==> src/rtl/coalescing_store_buffer_if.sv <==
// Store-buffer bus: enqueue, drain, forwarding and status signals.
// Master drives requests, slave (the buffer) returns ready, head entry and forwarding results.
interface coalescing_store_buffer_if #(
    parameter int ENTRY_COUNT = 4,
    parameter int ADDR_WIDTH  = 32,
    parameter int DATA_WIDTH  = 32
);
    localparam int BYTES = DATA_WIDTH / 8;
    localparam int CW    = $clog2(ENTRY_COUNT + 1);

    logic                  flush;
    logic                  enq_valid;
    logic [ADDR_WIDTH-1:0] enq_addr;
    logic [DATA_WIDTH-1:0] enq_data;
    logic [BYTES-1:0]      enq_be;
    logic                  enq_ready;
    logic                  mem_req_valid;
    logic [ADDR_WIDTH-1:0] mem_req_addr;
    logic [DATA_WIDTH-1:0] mem_req_data;
    logic [BYTES-1:0]      mem_req_be;
    logic                  mem_req_ready;
    logic [ADDR_WIDTH-1:0] load_addr;
    logic [BYTES-1:0]      load_be;
    logic [DATA_WIDTH-1:0] fwd_data;
    logic                  fwd_hit;
    logic                  fwd_partial;
    logic [CW-1:0]         count_out;
    logic                  full;
    logic                  empty;

    modport master (
        output flush, enq_valid, enq_addr, enq_data, enq_be, mem_req_ready, load_addr, load_be,
        input  enq_ready, mem_req_valid, mem_req_addr, mem_req_data, mem_req_be,
               fwd_data, fwd_hit, fwd_partial, count_out, full, empty
    );

    modport slave (
        input  flush, enq_valid, enq_addr, enq_data, enq_be, mem_req_ready, load_addr, load_be,
        output enq_ready, mem_req_valid, mem_req_addr, mem_req_data, mem_req_be,
               fwd_data, fwd_hit, fwd_partial, count_out, full, empty
    );
endinterface

==> src/rtl/coalescing_store_buffer.sv <==
// Committed-store FIFO with youngest-entry coalescing and newest-first per-byte load forwarding.
// Head visible on mem_req_* one cycle after enqueue; enq_ready drops when full unless the store merges.
module coalescing_store_buffer #(
    parameter int ENTRY_COUNT = 4,
    parameter int ADDR_WIDTH  = 32,
    parameter int DATA_WIDTH  = 32
) (
    input  logic                     clock,
    input  logic                     reset,
    coalescing_store_buffer_if.slave bus
);
    localparam int BYTES = DATA_WIDTH / 8;
    localparam int OFFS  = $clog2(BYTES);
    localparam int PW    = $clog2(ENTRY_COUNT);
    localparam int CW    = $clog2(ENTRY_COUNT + 1);
    localparam int WAW   = ADDR_WIDTH - OFFS;

    logic            valid_q [ENTRY_COUNT];
    logic            valid_d [ENTRY_COUNT];
    logic [WAW-1:0]  waddr_q [ENTRY_COUNT];
    logic [WAW-1:0]  waddr_d [ENTRY_COUNT];
    logic [DATA_WIDTH-1:0] data_q [ENTRY_COUNT];
    logic [DATA_WIDTH-1:0] data_d [ENTRY_COUNT];
    logic [BYTES-1:0] be_q [ENTRY_COUNT];
    logic [BYTES-1:0] be_d [ENTRY_COUNT];
    logic [PW-1:0]   head_q, head_d;
    logic [PW-1:0]   tail_q, tail_d;
    logic [CW-1:0]   count_q, count_d;

    logic [WAW-1:0]  enq_word;
    logic [WAW-1:0]  load_word;
    logic [PW-1:0]   young_idx;
    logic            coalesce;
    logic            is_full;
    logic            enq_fire;
    logic            enq_new;
    logic            drain_fire;
    logic [BYTES-1:0] covered;
    logic [PW-1:0]   scan_idx;
    logic            unused_low_bits;

    assign enq_word        = bus.enq_addr[ADDR_WIDTH-1:OFFS];
    assign load_word       = bus.load_addr[ADDR_WIDTH-1:OFFS];
    assign unused_low_bits = ^{bus.enq_addr[OFFS-1:0], bus.load_addr[OFFS-1:0]};
    assign young_idx       = tail_q - PW'(1);

    // The head is excluded from merging because count >= 2 keeps tail-1 away from it.
    assign coalesce   = (count_q >= CW'(2)) && valid_q[young_idx] && (waddr_q[young_idx] == enq_word);
    assign is_full    = (count_q == CW'(ENTRY_COUNT));
    assign bus.enq_ready = !bus.flush && (!is_full || coalesce);
    assign enq_fire   = bus.enq_valid && bus.enq_ready;
    assign enq_new    = enq_fire && !coalesce;
    assign drain_fire = bus.mem_req_valid && bus.mem_req_ready;

    assign bus.mem_req_valid = (count_q != '0);
    assign bus.mem_req_addr  = ADDR_WIDTH'(waddr_q[head_q]) << OFFS;
    assign bus.mem_req_data  = data_q[head_q];
    assign bus.mem_req_be    = be_q[head_q];
    assign bus.count_out     = count_q;
    assign bus.full          = is_full;
    assign bus.empty         = (count_q == '0);

    always_comb begin
        valid_d = valid_q;
        waddr_d = waddr_q;
        data_d  = data_q;
        be_d    = be_q;
        head_d  = head_q;
        tail_d  = tail_q;
        count_d = count_q;
        if (bus.flush) begin
            for (int i = 0; i < ENTRY_COUNT; i++) valid_d[i] = 1'b0;
            head_d  = '0;
            tail_d  = '0;
            count_d = '0;
        end else begin
            if (enq_fire) begin
                if (coalesce) begin
                    for (int b = 0; b < BYTES; b++) begin
                        if (bus.enq_be[b]) data_d[young_idx][8*b +: 8] = bus.enq_data[8*b +: 8];
                    end
                    be_d[young_idx] = be_q[young_idx] | bus.enq_be;
                end else begin
                    valid_d[tail_q] = 1'b1;
                    waddr_d[tail_q] = enq_word;
                    data_d[tail_q]  = bus.enq_data;
                    be_d[tail_q]    = bus.enq_be;
                    tail_d          = tail_q + PW'(1);
                end
            end
            if (drain_fire) begin
                valid_d[head_q] = 1'b0;
                head_d          = head_q + PW'(1);
            end
            count_d = count_q + CW'(enq_new) - CW'(drain_fire);
        end
    end

    always_ff @(posedge clock) begin
        if (reset) begin
            for (int i = 0; i < ENTRY_COUNT; i++) begin
                valid_q[i] <= 1'b0;
                waddr_q[i] <= '0;
                data_q[i]  <= '0;
                be_q[i]    <= '0;
            end
            head_q  <= '0;
            tail_q  <= '0;
            count_q <= '0;
        end else begin
            valid_q <= valid_d;
            waddr_q <= waddr_d;
            data_q  <= data_d;
            be_q    <= be_d;
            head_q  <= head_d;
            tail_q  <= tail_d;
            count_q <= count_d;
        end
    end

    // Walk oldest to youngest so a younger matching byte overwrites an older one.
    always_comb begin
        covered      = '0;
        bus.fwd_data = '0;
        scan_idx     = head_q;
        for (int i = 0; i < ENTRY_COUNT; i++) begin
            scan_idx = head_q + PW'(i);
            if (valid_q[scan_idx] && (waddr_q[scan_idx] == load_word)) begin
                for (int b = 0; b < BYTES; b++) begin
                    if (be_q[scan_idx][b]) begin
                        covered[b]            = 1'b1;
                        bus.fwd_data[8*b +: 8] = data_q[scan_idx][8*b +: 8];
                    end
                end
            end
        end
    end

    assign bus.fwd_hit     = (bus.load_be != '0) && ((covered & bus.load_be) == bus.load_be);
    assign bus.fwd_partial = ((covered & bus.load_be) != '0) && !bus.fwd_hit;

endmodule

==> src/flat_wrapper.sv <==
// flat-port wrapper written by rule: the top's interface ports become plain ports
module coalescing_store_buffer_flat 
#(
    parameter int ENTRY_COUNT = 4,
    parameter int ADDR_WIDTH  = 32,
    parameter int DATA_WIDTH  = 32
)
  (clock, reset, bus_flush, bus_enq_valid, bus_enq_addr, bus_enq_data, bus_enq_be, bus_mem_req_ready, bus_load_addr, bus_load_be, bus_enq_ready, bus_mem_req_valid, bus_mem_req_addr, bus_mem_req_data, bus_mem_req_be, bus_fwd_data, bus_fwd_hit, bus_fwd_partial, bus_count_out, bus_full, bus_empty);
  coalescing_store_buffer_if #(.ENTRY_COUNT(ENTRY_COUNT), .ADDR_WIDTH(ADDR_WIDTH), .DATA_WIDTH(DATA_WIDTH)) bus_i ();
  input  logic clock;
  input  logic reset;
  input wire logic [$bits(bus_i.flush)-1:0] bus_flush;
  input wire logic [$bits(bus_i.enq_valid)-1:0] bus_enq_valid;
  input wire logic [$bits(bus_i.enq_addr)-1:0] bus_enq_addr;
  input wire logic [$bits(bus_i.enq_data)-1:0] bus_enq_data;
  input wire logic [$bits(bus_i.enq_be)-1:0] bus_enq_be;
  input wire logic [$bits(bus_i.mem_req_ready)-1:0] bus_mem_req_ready;
  input wire logic [$bits(bus_i.load_addr)-1:0] bus_load_addr;
  input wire logic [$bits(bus_i.load_be)-1:0] bus_load_be;
  output wire logic [$bits(bus_i.enq_ready)-1:0] bus_enq_ready;
  output wire logic [$bits(bus_i.mem_req_valid)-1:0] bus_mem_req_valid;
  output wire logic [$bits(bus_i.mem_req_addr)-1:0] bus_mem_req_addr;
  output wire logic [$bits(bus_i.mem_req_data)-1:0] bus_mem_req_data;
  output wire logic [$bits(bus_i.mem_req_be)-1:0] bus_mem_req_be;
  output wire logic [$bits(bus_i.fwd_data)-1:0] bus_fwd_data;
  output wire logic [$bits(bus_i.fwd_hit)-1:0] bus_fwd_hit;
  output wire logic [$bits(bus_i.fwd_partial)-1:0] bus_fwd_partial;
  output wire logic [$bits(bus_i.count_out)-1:0] bus_count_out;
  output wire logic [$bits(bus_i.full)-1:0] bus_full;
  output wire logic [$bits(bus_i.empty)-1:0] bus_empty;
  assign bus_i.flush = bus_flush;
  assign bus_i.enq_valid = bus_enq_valid;
  assign bus_i.enq_addr = bus_enq_addr;
  assign bus_i.enq_data = bus_enq_data;
  assign bus_i.enq_be = bus_enq_be;
  assign bus_i.mem_req_ready = bus_mem_req_ready;
  assign bus_i.load_addr = bus_load_addr;
  assign bus_i.load_be = bus_load_be;
  assign bus_enq_ready = bus_i.enq_ready;
  assign bus_mem_req_valid = bus_i.mem_req_valid;
  assign bus_mem_req_addr = bus_i.mem_req_addr;
  assign bus_mem_req_data = bus_i.mem_req_data;
  assign bus_mem_req_be = bus_i.mem_req_be;
  assign bus_fwd_data = bus_i.fwd_data;
  assign bus_fwd_hit = bus_i.fwd_hit;
  assign bus_fwd_partial = bus_i.fwd_partial;
  assign bus_count_out = bus_i.count_out;
  assign bus_full = bus_i.full;
  assign bus_empty = bus_i.empty;
  coalescing_store_buffer #(.ENTRY_COUNT(ENTRY_COUNT), .ADDR_WIDTH(ADDR_WIDTH), .DATA_WIDTH(DATA_WIDTH)) u_core (.clock(clock), .reset(reset), .bus(bus_i));
endmodule
==> config.mk <==
export PLATFORM = sky130hd
export DESIGN_NAME = coalescing_store_buffer_flat
export DESIGN_NICKNAME = d
export VERILOG_FILES = /design/src/rtl/coalescing_store_buffer_if.sv /design/src/rtl/coalescing_store_buffer.sv /design/src/flat_wrapper.sv
export SDC_FILE = /design/constraint.sdc
export NUM_CORES = 1
export LEC_CHECK = 0
export ABC_AREA = 1
export CAP_MARGIN = 25
export CORE_MARGIN = 3
export CORE_UTILIZATION = 45
export CTS_CLUSTER_SIZE = 28
export DETAILED_ROUTE_END_ITERATION = 8
export PLACE_DENSITY = 0.65
export SLEW_MARGIN = 20
export SYNTH_ARGS = -nofsm -noshare
export SYNTH_HDL_FRONTEND = slang
export SYNTH_SLANG_ARGS = --single-unit
==> constraint.sdc <==
create_clock -name clock -period 6.3 [get_ports clock]
set_input_delay 1.26 -clock clock [delete_from_list [all_inputs] [get_ports clock]]
set_output_delay 1.26 -clock clock [all_outputs]
set_load 0.05 [all_outputs]
* After elaboration in Yosys (flattened, before gate mapping)
Index checks and enable logic that the tools add are counted.
** Operators by class
- Mux-type cells :: 144
- Order comparisons :: 10
- Bitwise logic cells :: 13
- Equal/unequal tests :: 7
- $add $sub $neg :: 7
- Reduce and logical (&&, ||, !) cells :: 28
** Operators by type and width (number)
- $mux W128 :: 14
- $bwmux W128 :: 5
- $mux W32 :: 14
- $mux W30 :: 11
- $demux W32 S2 :: 5
- $bmux W30 S2 :: 5
- $bmux W32 S2 :: 4
- $eq A30 B30 Y1 :: 5
- $mux W8 :: 17
- $bwmux W120 :: 1
- $mux W4 :: 20
- $demux W30 S2 :: 1
- $bmux W4 S2 :: 5
- $bwmux W16 :: 2
- $mux W16 :: 2
- $mux W1 :: 28
- $mux W24 :: 1
- $ge A3 B3 Y1 const B :: 6
- $not A2 Y3 :: 6
- $demux W4 S2 :: 2
- $logic_and A1 B1 Y1 :: 15
- $bmux W1 S2 :: 5
- $lt A3 B1 Y1 const B :: 3
- $and A4 B4 Y4 :: 2
- 20 further kinds :: 30
** Word-level totals
- Logic and storage cells :: 228
- Output and inout bits :: 109
- Bits in registers :: 275
- Input bits :: 109

* Longest topological paths before layout
- Depth in word-level cells :: 25
- Gate-level depth with buffers :: 28
- Depth with buffers taken out :: 20

* Worst setup path before layout
OpenSTA, ideal clock, no wires.
- Kind :: register to output
- Start point :: register u_core.head_q[0]
- End point :: output port bus_fwd_partial
- Slack :: 0.181 ns
- Data required time :: 5.040 ns
- Stages on the path, launching flop included :: 28
- Buffers on the path :: 9
- Arrival :: 4.859 ns
- Cells stage by stage :: dfxtp_1 buf_2 inv_2 buf_2 buf_2 clkbuf_1 clkbuf_1 clkbuf_1 ha_1 clkbuf_1 inv_1 buf_2 buf_1 nand3_1 nand2_1 nand2_1 nand2_1 nand3_1 nor2_1 nand2_1 nor2_1 nand3_1 nand2_1 nor2_1 nor2_1 nor2_1 nor2_1 nor2_1
** On the way
- Elaborated cells on any way between the ends :: 77
- Classes of those cells :: add/sub: 3; eq/ne: 5; mux: 56; bitwise: 5; reduce/logical: 8
** RTL lines
- start, declared :: RTL line coalescing_store_buffer.sv:26 : logic [PW-1:0] head_q, head_d;
- start signal, assigned :: RTL line coalescing_store_buffer.sv:107 : head_q <= '0;
- start signal, assigned :: RTL line coalescing_store_buffer.sv:115 : head_q <= head_d;
- $add A2 B2 Y2 (*) :: RTL line coalescing_store_buffer.sv:127 : scan_idx = head_q + PW'(i);
- via u_core.scan_idx[0] :: RTL line coalescing_store_buffer.sv:39 : logic [PW-1:0] scan_idx;
- $not A2 Y3 (implied by the code) (*) :: RTL line coalescing_store_buffer.sv:128, coalescing_store_buffer.sv:130
- $bmux W30 S2 :: RTL line coalescing_store_buffer.sv:128 : if (valid_q[scan_idx] && (waddr_q[scan_idx] == load_word)) begin
- $mux W30 (implied by the code) (2 in a row) :: RTL line coalescing_store_buffer.sv:128
- $eq A30 B30 Y1 :: RTL line coalescing_store_buffer.sv:128
- $logic_and A1 B1 Y1 :: RTL line coalescing_store_buffer.sv:128
- $mux W4 (*) :: RTL line coalescing_store_buffer.sv:128
- $and A4 B4 Y4 (*) :: RTL line coalescing_store_buffer.sv:139 : assign bus.fwd_hit = (bus.load_be != '0) && ((covered & bus.load_be) == bus.load_be);
- $eq A4 B4 Y1 (*) :: RTL line coalescing_store_buffer.sv:139
- $logic_and A1 B1 Y1 (*) :: RTL line coalescing_store_buffer.sv:139
- via bus_fwd_hit :: RTL line flat_wrapper.sv:26 : output wire logic [$bits(bus_i.fwd_hit)-1:0] bus_fwd_hit;
- $logic_not A1 Y1 (*) :: RTL line coalescing_store_buffer.sv:140 : assign bus.fwd_partial = ((covered & bus.load_be) != '0) && !bus.fwd_hit;
- $logic_and A1 B1 Y1 (*) :: RTL line coalescing_store_buffer.sv:140
- end, declared :: RTL line flat_wrapper.sv:27 : output wire logic [$bits(bus_i.fwd_partial)-1:0] bus_fwd_partial;
The timed path passes the listed nets; every way through them passes the cells marked *. The select of a mux whose other input is x is not followed.

* Worst setup path in the final report
- Start point :: register u_core.head_q[0]
- End point :: output port bus_fwd_partial
** On the way
- Cells in the longest elaborated chain, start to end :: 18
- Elaborated cells on any way between the ends :: 77
- Classes of those cells :: add/sub: 3; eq/ne: 5; mux: 56; bitwise: 5; reduce/logical: 8
** RTL lines (RTL line)
- branches (longest 12 deep; another with $add A2 B1 Y2)
- $mux W4 (*) :: coalescing_store_buffer.sv:128
- $and A4 B4 Y4 (*) :: coalescing_store_buffer.sv:139, coalescing_store_buffer.sv:140
- $eq A4 B4 Y1 :: coalescing_store_buffer.sv:139
- $logic_and A1 B1 Y1 :: coalescing_store_buffer.sv:139
- $logic_not A1 Y1 :: coalescing_store_buffer.sv:140
- $logic_and A1 B1 Y1 (*) :: coalescing_store_buffer.sv:140
Mark *: on every way between the ends. The select of a mux whose other input is x is not followed.

==> impl_metrics.tcl <==
set metrics [dict create \
    placed_cells 4672 \
    rows 80 \
    cellLeakagePower_nw 11.78 \
    cts_tree "done" \
    synth_seq_cells 275 \
    cp-end-kind "output port" \
    synth_area_mm2 0.02198 \
    holdWs_ps 479.1 \
    place_congestion 0.9490 \
    max-slew-margin-rel_pct 34.34 \
    avgSynthCellArea_um2 5.417 \
    grt_max_degree 197 \
    synth_top_area_share_pct 25.05 \
    hpwl_um 58380 \
    vias 26559 \
    fmax_mhz 167.0 \
    hold_violations 0 \
    die_h_um 227 \
    first_global_vias 22994 \
    fin_skew_ps 28.71 \
    setup_tns_ps 0 \
    clk_latency_ps 570 \
    start_util_pct 45.84 \
    stdcell_count 4744 \
    die_area_mm2 0.05153 \
    synth_ff_type "dfxtp_1" \
    avgRoutedWirePerCell_um 18.31 \
    ant_nets 0 \
    status "complete, no violations" \
    min_period_ps 5990 \
    synth_area_leaders "dfxtp_1, nand2_1, nand3_1" \
    grt.total_usage_pct 32.70 \
    path_class "reg2out" \
    tightest_slew_ps 985.0 \
    worstSetupEndpoint "bus_fwd_partial" \
    cts_max_level 2 \
    ctsHoldBuffers 0 \
    maxCapViolations 0 \
    synth_top_area_cell "dfxtp_1" \
    fin_util_pct 53.66 \
    arrival_ps 4730 \
    avgViaCountPerCell 5.598 \
    finalSetupViolations 0 \
    die_w_um 227 \
    cts.sinks 275 \
    n_fill_cell 5078 \
    cts_max_path_buffers 3 \
    critPathMaxFanout 64 \
    ios 218 \
    post-synth-top-count-cell "nand2_1" \
    clock_tree.root_cell "clkbuf_16" \
    yosysWarnings 0 \
    worstReg2RegStart "u_core.tail_q[1]" \
    rrSetupSlack_ps 1200 \
    netlist_instances 4057 \
    clkTransAtPathRegs_ps 50 \
    synthTopCellsByCount "nand2_1, nand3_1, nor2_1" \
    fin_crit_sh_pct 95.07 \
    critPathLaunchType "register" \
    first_iter_violations 3375 \
    coreArea_mm2 0.04795 \
    overflow 0 \
    dr.pass1.iters 7 \
    synthDistinctLibCells 34 \
    drcViolationCount 0 \
    numPortBuffers 211 \
    power.density_mw_per_mm2 210.6 \
    wl_um 86860 \
    r2r-end "u_core.data_q[30]" \
    synth_seq_area_share_pct 25.05 \
    startpoint "u_core.head_q[0]" \
    antenna_found_initial 11 \
    syn_to_final_growth_pct 17.05 \
    grt_pass1_wl_um 132400 \
    numCtsBuffers 37 \
    nNetsFinal 4221 \
    irDropWorstVdd_uv 174.6 \
    hold_class "reg2reg" \
    async_flop_share_pct 0 \
    required_ps 5040 \
    rsz0062_at_grt "no" \
    layout-drive-gt1-share_pct 4.463 \
    reg2reg_depth 17 \
    synth_edf_count 0 \
    drv_slew 0 \
]
==> timing repair <==
item / 4_1_cts / 5_1_grt
endpoints found under the hold margin: 0 / 0
endpoints found under the setup margin: 0 / 29
gates resized for setup: 0 / 7
setup buffers: 0 / 1
==> sequential cells by signal (all words and copies together) (netlist names) <==
signal                count
u_core.be_q              16
u_core.bus.count_out      3
u_core.data_q           128
u_core.head_q             2
u_core.tail_q             2
u_core.valid_q            4
u_core.waddr_q          120
==> metrics by stage <==
stage / setup WS [ps] / cell area, µm² / total power [W]
floorplan: 180.8 / 21980 / 0.002764
global placement: 449.2 / 24380 / 0.003244
detailed placement: 452.4 / 24410 / 0.003247
CTS: 120.1 / 25640 / 0.005408
global route: 24.99 / 25720 / 0.005639
finish: 310.4 / 25730 / 0.005419
==> layout make-up <==
cell class                 instances  area [µm²]  share of cell area (%)
inverter                         299        1136                   4.416
multi-input combinational       3232       14290                   55.56
tap                              615       769.5                   2.991
clock inverter                    12       153.9                  0.5982
timing repair buffer             253        2771                   10.77
clock buffer                      52        1074                   4.173
sequential                       275        5514                   21.43
antenna                            6       15.01                 0.05836
==> placed cells by master, fill, tap and decap left out, types with 4 or more instances in the layout <==
cell             instances
or2_2                   10
a21oi_1                118
nand4_1                 26
a211oi_1                 6
clkinv_2                 6
o211ai_1                38
nand2_1               1394
inv_1                  285
nand3b_1                15
dfxtp_1                272
nor2_4                   7
o2bb2ai_1                4
diode_2                  6
nand2_2                  8
nor2_1                 534
ha_1                    12
inv_2                    6
o21ai_0                429
clkdlybuf4s50_1        176
clkinv_1                 4
xor2_1                  19
clkbuf_16               39
clkbuf_8                 7
nor2_2                   6
buf_4                   43
buf_12                  29
nand3_1                586
clkbuf_1                 7
==> per-layer routing <==
layer	GRT usage (%)	part of all wire (%)	up-vias
met5	0	0.084	-
met4	9.575	3.0	12
met3	10.10	12	175
met2	47.25	41	1304
met1	46.75	44	11913
li1	-	-	13155
==> critical path: stages (launching register included) <==
cell,delay [ps]
dfxtp_4,600
inv_6,70
ha_4,340
buf_6,430
nand3_1,200
nand3_1,230
nand4_1,220
nor2_1,150
nand2_1,70
nor2_1,400
nand3_1,150
buf_4,210
nand2_1,310
nor2_1,80
nor2_1,110
nor2_1,50
nor2_1,240
nor2_1,120
buf_12,160
==> report_power, final <==
part | leakage (nW) | internal, W | switching [W] | total [W]
combinational | 8.95 | 0.000424 | 0.000987 | 0.00141
clock | 0.596 | 0.00131 | 0.000857 | 0.00217
sequential | 2.23 | 0.00179 | 0.0000483 | 0.00184
total | 11.8 | 0.00353 | 0.00189 | 0.00542
==> how the worst min path moves through the flow <==
| stage | start | endpoint | slack, ps | cells past startpoint |
|---|---|---|---|---|
| after floorplan | u_core.data_q[102] | u_core.data_q[102] | 450 | 2 |
| final | u_core.data_q[43] | u_core.data_q[43] | 480 | 2 |
| after CTS | u_core.data_q[79] | u_core.data_q[79] | 480 | 2 |
| after detailed placement | u_core.data_q[63] | u_core.data_q[63] | 470 | 2 |
| after global placement | u_core.data_q[50] | u_core.data_q[50] | 460 | 2 |
| after global routing | u_core.data_q[79] | u_core.data_q[79] | 500 | 2 |
==> cells by family after synthesis <==
kind of cell,synth area share [%]
fa+ha+maj,0.8312
other cells,0.01706
compound gates,14.35
simple gates,48.71
mux,0.09109
xor+xnor,0.7571
buf+inv,10.19
flops,25.05
Power figures use the tool's default switching activity.
